===== config.mk =====
export PLATFORM = sky130hd
export DESIGN_NAME = muldiv_unit
export DESIGN_NICKNAME = d
export VERILOG_FILES = /design/src/rtl/muldiv_unit.sv
export SDC_FILE = /design/constraint.sdc
export NUM_CORES = 1
export LEC_CHECK = 0
export CORE_MARGIN = 2
export CORE_UTILIZATION = 31
export CTS_CLUSTER_DIAMETER = 150
export DETAILED_ROUTE_END_ITERATION = 16
export PLACE_DENSITY = 0.45
export SYNTH_ARGS = -nofsm -noshare
export SYNTH_HDL_FRONTEND = slang
export SYNTH_SLANG_ARGS = --single-unit

===== constraint.sdc =====
create_clock -name clk -period 3.9 [get_ports clk]
set_input_delay 0.78 -clock clk [delete_from_list [all_inputs] [get_ports clk]]
set_output_delay 0.78 -clock clk [all_outputs]
set_load 0.05 [all_outputs]

===== src/rtl/muldiv_unit.sv =====
// muldiv_unit: iterative RV32M multiply/divide unit.
// Each operation spends 32 cycles in CALC (one product or quotient bit per
// cycle) and one cycle in DONE. The result, rd_out and done are registered
// on the edge that leaves DONE.
// Ports:
//   clk, rst         rising-edge clock, synchronous active-high reset
//   start            request an operation; accepted only while busy=0
//   funct3           RV32M op select (MUL..REMU)
//   op_a, op_b       rs1 / rs2 operand values
//   rd_in            destination register index, captured with the operands
//   busy             high while an operation is in CALC or DONE
//   done             one-cycle completion pulse
//   result, rd_out   completed result and register index, held until the next done
//   reg_write        register-file write strobe (done with rd_out != 0)
module muldiv_unit (
   input  logic        clk,
   input  logic        rst,
   input  logic        start,
   input  logic [2:0]  funct3,
   input  logic [31:0] op_a,
   input  logic [31:0] op_b,
   input  logic [4:0]  rd_in,
   output logic        busy,
   output logic        done,
   output logic [31:0] result,
   output logic [4:0]  rd_out,
   output logic        reg_write
);

   typedef enum logic [1:0] {S_IDLE, S_CALC, S_DONE} state_t;

   state_t      r_state, w_next;
   logic [4:0]  r_cnt;
   logic [2:0]  r_f3;
   logic [31:0] r_hi;       // multiply: upper accumulator; divide: partial remainder
   logic [31:0] r_lo;       // multiply: multiplier / low product; divide: dividend / quotient
   logic [31:0] r_mag;      // multiply: multiplicand magnitude; divide: divisor magnitude
   logic [31:0] r_a;        // raw op_a, needed for REM by zero
   logic        r_neg;      // negate product or quotient at DONE
   logic        r_neg_r;    // negate remainder at DONE
   logic        r_div0;
   logic        r_ovf;
   logic [4:0]  r_rd;
   logic [31:0] r_result;
   logic [4:0]  r_rd_out;
   logic        r_done;

   logic        w_a_sgn, w_b_sgn, w_a_neg, w_b_neg;
   logic [31:0] w_a_mag, w_b_mag;
   logic [32:0] w_mul_sum;
   logic [32:0] w_div_shift;
   logic        w_div_ge;
   logic [31:0] w_div_diff;
   logic [63:0] w_prod;
   logic [31:0] w_quo, w_rem, w_result;

   // Operand signedness and magnitudes, used only at acceptance
   always_comb begin
      w_a_sgn = funct3[2] ? ~funct3[0] : (funct3[1:0] != 2'b11);
      w_b_sgn = funct3[2] ? ~funct3[0] : ~funct3[1];
      w_a_neg = w_a_sgn & op_a[31];
      w_b_neg = w_b_sgn & op_b[31];
      w_a_mag = w_a_neg ? (~op_a + 32'd1) : op_a;
      w_b_mag = w_b_neg ? (~op_b + 32'd1) : op_b;
   end

   // One iteration step for each algorithm
   always_comb begin
      w_mul_sum   = {1'b0, r_hi} + {1'b0, (r_lo[0] ? r_mag : 32'd0)};
      w_div_shift = {r_hi, r_lo[31]};
      w_div_ge    = (w_div_shift >= {1'b0, r_mag});
      // When w_div_ge holds the difference is below r_mag, so 32 bits suffice
      w_div_diff  = w_div_shift[31:0] - r_mag;
   end

   // Sign fix-up and special-case selection applied in DONE
   always_comb begin
      w_prod = r_neg ? (~{r_hi, r_lo} + 64'd1) : {r_hi, r_lo};
      w_quo  = r_neg ? (~r_lo + 32'd1) : r_lo;
      w_rem  = r_neg_r ? (~r_hi + 32'd1) : r_hi;
      if (!r_f3[2])
         w_result = (r_f3[1:0] == 2'b00) ? w_prod[31:0] : w_prod[63:32];
      else if (r_div0)
         w_result = r_f3[1] ? r_a : '1;
      else if (r_ovf)
         w_result = r_f3[1] ? '0 : 32'h8000_0000;
      else
         w_result = r_f3[1] ? w_rem : w_quo;
   end

   // FSM: state register
   always_ff @(posedge clk) begin
      if (rst) r_state <= S_IDLE;
      else     r_state <= w_next;
   end

   // FSM: next state
   always_comb begin
      w_next = r_state;
      case (r_state)
         S_IDLE:  if (start) w_next = S_CALC;
         S_CALC:  if (r_cnt == 5'd31) w_next = S_DONE;
         S_DONE:  w_next = S_IDLE;
         default: w_next = S_IDLE;
      endcase
   end

   // FSM: outputs
   always_comb begin
      busy      = (r_state != S_IDLE);
      done      = r_done;
      result    = r_result;
      rd_out    = r_rd_out;
      reg_write = r_done & (r_rd_out != 5'd0);
   end

   // Datapath
   always_ff @(posedge clk) begin
      if (rst) begin
         r_cnt    <= '0;
         r_f3     <= '0;
         r_hi     <= '0;
         r_lo     <= '0;
         r_mag    <= '0;
         r_a      <= '0;
         r_neg    <= 1'b0;
         r_neg_r  <= 1'b0;
         r_div0   <= 1'b0;
         r_ovf    <= 1'b0;
         r_rd     <= '0;
         r_result <= '0;
         r_rd_out <= '0;
         r_done   <= 1'b0;
      end else begin
         r_done <= 1'b0;
         case (r_state)
            S_IDLE: begin
               if (start) begin
                  r_cnt   <= '0;
                  r_f3    <= funct3;
                  r_hi    <= '0;
                  r_lo    <= funct3[2] ? w_a_mag : w_b_mag;
                  r_mag   <= funct3[2] ? w_b_mag : w_a_mag;
                  r_a     <= op_a;
                  r_neg   <= w_a_neg ^ w_b_neg;
                  r_neg_r <= w_a_neg;
                  r_div0  <= (op_b == 32'd0);
                  r_ovf   <= funct3[2] & ~funct3[0] &
                             (op_a == 32'h8000_0000) & (op_b == 32'hFFFF_FFFF);
                  r_rd    <= rd_in;
               end
            end
            S_CALC: begin
               r_cnt <= r_cnt + 5'd1;
               if (!r_f3[2]) begin
                  // Shift-add: carry and sum shift right into the product pair
                  r_hi <= w_mul_sum[32:1];
                  r_lo <= {w_mul_sum[0], r_lo[31:1]};
               end else if (w_div_ge) begin
                  r_hi <= w_div_diff;
                  r_lo <= {r_lo[30:0], 1'b1};
               end else begin
                  r_hi <= w_div_shift[31:0];
                  r_lo <= {r_lo[30:0], 1'b0};
               end
            end
            S_DONE: begin
               r_result <= w_result;
               r_rd_out <= r_rd;
               r_done   <= 1'b1;
            end
            default: ;
         endcase
      end
   end

endmodule


# After elaboration in Yosys (flattened, before gate mapping)
# Index checks and enable logic that the tools add are counted.
[op_classes]
n_mul = 0
eq_ne = 8
n_mux = 31
reduce_logical = 9
n_lt_le_gt_ge = 1
shifts = 0
bitwise = 14
n_addsub = 8
n_div = 0
[ops]
columns = ["op", "count"]
rows = [
  ["$mux W32", 19],
  ["$add A32 B1 Y32 const B", 4],
  ["$not A32 Y32", 4],
  ["$pmux W32 S2", 2],
  ["$add A64 B1 Y64 const B", 1],
  ["$eq A32 B32 Y1 const B", 2],
  ["$mux W64", 1],
  ["$not A64 Y64", 1],
  ["$add A32 B32 Y33", 1],
  ["$ge A33 B32 Y1", 1],
  ["$logic_not A32 Y1", 1],
  ["$sub A32 B32 Y32", 1],
  ["$pmux W5 S2", 1],
  ["$and A1 B1 Y1", 6],
  ["$ne A2 B2 Y1 const B", 3],
  ["$reduce_and A2 Y1", 3],
  ["$add A5 B1 Y5 const B", 1],
  ["$eq A5 B5 Y1 const B", 1],
  ["$mux W5", 1],
  ["$reduce_bool A5 Y1", 1],
  ["$logic_not A2 Y1", 2],
  ["$mux W1", 4],
  ["$mux W2", 2],
  ["$pmux W2 S2", 1],
  ["other kinds (5)", 7],
]
[totals]
inputBits = 75
ram_bits = 0
latch_bits = 0
out_inout_bits = 40
ff_bits = 185
romBits = 0
n_memories = 0
wordCells = 86

# Depth between registers and ports, before layout
[depth]
word_depth = 7
mapped_depth = 15
ltp_nobuf = 13

# Worst setup path before layout
# No wires, ideal clock.
[synth_path]
kind = "reg2reg"
startpoint = "register r_hi[1]"
endpoint = "register r_result[28], in the netlist result[28]"
path_slack_ns = 0.566
period_less_slack_ns = 3.334
required_time_ns = 3.784
setup_time_ns = 0.116
t_arrival_ns = 3.218
path_stages_with_launch = 15
path_buffers = 3
cell_sequence = "dfxtp_1 -> clkbuf_1 -> inv_1 -> ha_1 -> nor4b_1 -> nand2_1 -> or4_1 -> clkbuf_1 -> or4_1 -> clkbuf_1 -> o31a_1 -> xnor2_1 -> a31oi_1 -> o32ai_1 -> a31o_2"
[synth_between]
elab_chain_cells = 7
elab_cells_between_ends = 11
cone_classes = "add/sub (2); mux (7); bitwise (2)"
[synth_rtl]
columns = ["element", "line_no", "rtl"]
rows = [
  ["start: declaration", "35", "logic [31:0] r_hi;"],
  ["start signal: assignment", "157", "r_hi <= w_mul_sum[32:1];"],
  ["start signal: assignment", "160", "r_hi <= w_div_diff;"],
  ["start signal: assignment", "163", "r_hi <= w_div_shift[31:0];"],
  ["$not A32 Y32", "80", "w_rem = r_neg_r ? (~r_hi + 32'd1) : r_hi;"],
  ["$add A32 B1 Y32", "80", ""],
  ["$mux W32", "80", ""],
  ["$mux W32", "88", "w_result = r_f3[1] ? w_rem : w_quo;"],
  ["$mux W32", "85", "else if (r_ovf)"],
  ["$mux W32", "83", "else if (r_div0)"],
  ["$mux W32 *", "81", "if (!r_f3[2])"],
  ["end signal: assignment", "168", "r_result <= w_result;"],
  ["end: declaration", "44", "logic [31:0] r_result;"],
]
# Every way passes the cells marked *; elsewhere a longest branch is shown, timed or not.
# A chain may end at the register's enable or synchronous reset.

# Worst setup path in the final report
[layout_path]
startpoint = "register r_hi[7]"
endpoint = "register r_result[28], in the netlist result[28]"
# Same word-level chain as after synthesis.

==> metrics.cfg <==
[finish]
syn_to_final_growth_pct = 20.3
nNetsFinal = 2584
antenna_cells = 0
final_util_pct = 37.5
drive_above_1_share_pct = 10.1
final_common_cell = nand2_1
final_cell_mix = nand2_1, a21oi_1, nor2_1, dfxtp_1, o21ai_0
fin_cells = 3137
finish.instance_area_mm2 = 0.0196

[logic_synthesis]
synth_top_family_by_area = compound AO/OA/AOI/OAI gates
syn-num-nets = 2458
synth-xor-area-share_pct = 10.0
synth-simple-area-share_pct = 21.8
muxShareOfSynthArea_pct = 3.55
synth_compound_area_share_pct = 30.3
synth_cells = 2310
yosys.area_share.adder_pct = 5.69
synth_cell_type_count = 75
avgSynthCellArea_um2 = 7.07
syn_area_mm2 = 0.0163
async_flop_share_pct = 0
synth_warnings = 0
synth_edf_count = 0
ys_seq_elements = 185
ys_seq_area_share_pct = 22.7
ys.flop_type = dfxtp_1

[clocking]
clk_latency_ns = 0.50
htree_levels = 4
cts.sinks = 185
cts_tree = yes
ctsLongestPathBuffers = 2
clkTransAtPathRegs_ns = 0.08
cts-root-buf = clkbuf_16
cts_buffers = 17
cts_hold_buffers = 0

[place]
port_buffers = 114
hpwl_um = 61200
placed_area_mm2 = 0.0190
dp_cells = 3103
gp_congestion = 0.936

[setup_path]
endpoint_kind = flop
worstPathRequired_ns = 4.29
path_class = reg2reg
crit_path_max_fanout = 4
startpoint_type = flop
cp.arrival_ns = 4.15

[power_and_ir_drop]
powerDensity_mw_per_mm2 = 316
leakagePower_nw = 7.47
peakVddDrop_mv = 0.467

[min_path]
min_path_type = reg2reg

[routing]
ant_nets = 0
post-route-drc-count = 0
first_pass_iters = 7
drt-initial-drc-count = 1791
via_per_inst = 5.89
finalWirelength_um = 77900
vias = 18500
wire_per_inst_um = 24.8

[grt]
grt_pass1_wl_um = 115000
grt_pass1_vias = 17400
grt_use_total_pct = 28.5
grt_max_degree = 129
antenna_found_initial = 0
overflow = 0

[timing]
final_hold_viol_count = 0
relSlewSlack_pct = 31.1
clock_skew_ns = 0.0121
drv_slew = 0
rsz0062_at_grt = no
period_minus_slack_ns = 3.75
setup_viol = 0
timing.fmax_mhz = 266
fin_crit_sh_pct = 96.2
tightest_slew_ns = 1.02

[die]
initial_core_util_pct = 31.2
io_pins = 115
core_area_mm2 = 0.0523
rows = 84
die_area_mm2 = 0.0545
fp.dieW_um = 233
chipHeight_um = 233

[job]
cap_violations = 0

[outcome]
status = finished clean

[state kept, by name, indices dropped and copies added (netlist names), 2 cells and up]
signal and flops:
r_state 2, r_hi 32, r_a 32, result 32
r_lo 32, rd_out 5, r_f3 3, r_cnt 5
r_rd 5, r_mag 32
[synthesized netlist by cell type (9+ instances only)]
cell | count | area share (%)
o31ai_1 | 33 | 1.5
dfxtp_1 | 185 | 23
or2_2 | 11 | 0.42
or4_1 | 17 | 0.78
or3_1 | 25 | 0.96
o21a_1 | 14 | 0.64
a221oi_1 | 19 | 1.0
nand2b_1 | 18 | 0.69
o211ai_1 | 47 | 2.2
xor2_1 | 86 | 4.6
a221o_1 | 9 | 0.55
a22oi_1 | 11 | 0.51
nand3_1 | 31 | 0.95
o22ai_1 | 9 | 0.34
nor2_1 | 190 | 4.4
a21oi_1 | 222 | 6.8
clkbuf_1 | 162 | 3.7
nor2b_1 | 16 | 0.61
inv_1 | 73 | 1.7
o41ai_1 | 18 | 0.97
ha_1 | 71 | 5.4
buf_1 | 16 | 0.37
and3_1 | 18 | 0.69
and2_1 | 16 | 0.61
a211oi_1 | 68 | 3.1
xnor2_1 | 101 | 5.4
nor4_1 | 26 | 1.0
a21o_1 | 24 | 1.1
o221ai_1 | 12 | 0.64
nand2_1 | 332 | 7.6
mux2i_1 | 50 | 3.1
nand4_1 | 21 | 0.80
o21ai_0 | 183 | 5.6
a311oi_1 | 11 | 0.59
a31oi_1 | 29 | 1.1
nor3_1 | 37 | 1.1
[metrics by stage]
stage	TNS (ns)	setup WS, ns	power (mW)	hold slack [ns]
after CTS	0	0.215	6.20	0.454
after detailed placement	-0.197	-0.0809	4.32	0.442
after global placement	-0.219	-0.102	4.31	0.437
final	0	0.147	6.20	0.451
after floorplan	0	0.566	3.42	0.428
after global routing	0	0.0232	6.48	0.462
[worst paths after layout]
kind	from	to	slack, ns	cells past startpoint
setup / recovery	r_hi[7]	result[28]	0.15	10
hold reg to reg	result[0]	result[0]	0.45	2
hold / removal	result[0]	result[0]	0.45	2
setup reg to reg	r_hi[7]	result[28]	0.15	10
[worst max-delay path: stages (launching register included)]
cell	delay [ns]
dfxtp_1	0.35
nor4_1	0.89
nand2_1	0.30
or4_1	0.58
or4_1	0.49
o31a_1	0.28
xnor2_1	0.12
a31oi_1	0.16
o32ai_1	0.10
buf_4	0.17
a31o_2	0.20
[routing by layer]
| metal | GRT usage [%] | vias to the layer above | routed length, µm |
|---|---|---|---|
| li1 | - | 8616 | - |
| met1 | 39.1 | 8994 | 35300 |
| met2 | 44.6 | 726 | 34800 |
| met3 | 5.35 | 129 | 5320 |
| met4 | 9.20 | 0 | 2540 |
| met5 | 0 | - | 0 |
[cells by family after synthesis]
kind of cell               Yosys count
DFF                                185
adders and majority gates           73
AOI/OAI and AO/OA                  773
muxes                               57
xor gates and xnor gates           187
and+or+nand+nor                    777
buffers and inverters              258
[layout make-up]
class,count,area [µm²]
multi-input combinational,1867,11700
clock inverter,13,171
sequential,185,3710
tap,688,861
inverter,74,282
fill,5661,32700
timing repair buffer,291,2500
clock buffer,19,433
[power by group]
group          internal [mW]  switching [mW]  leakage [nW]
Clock                  0.921           0.957         0.290
Sequential              1.99           0.109          1.51
Combinational          0.816            1.42          5.67
[timing repair]
| action | 4_1_cts | 5_1_grt |
|---|---|---|
| setup endpoints to repair | 0 | 3 |
| setup buffers | 0 | 2 |
| gates resized for setup | 0 | 4 |
(Power assumes the default switching activity.)
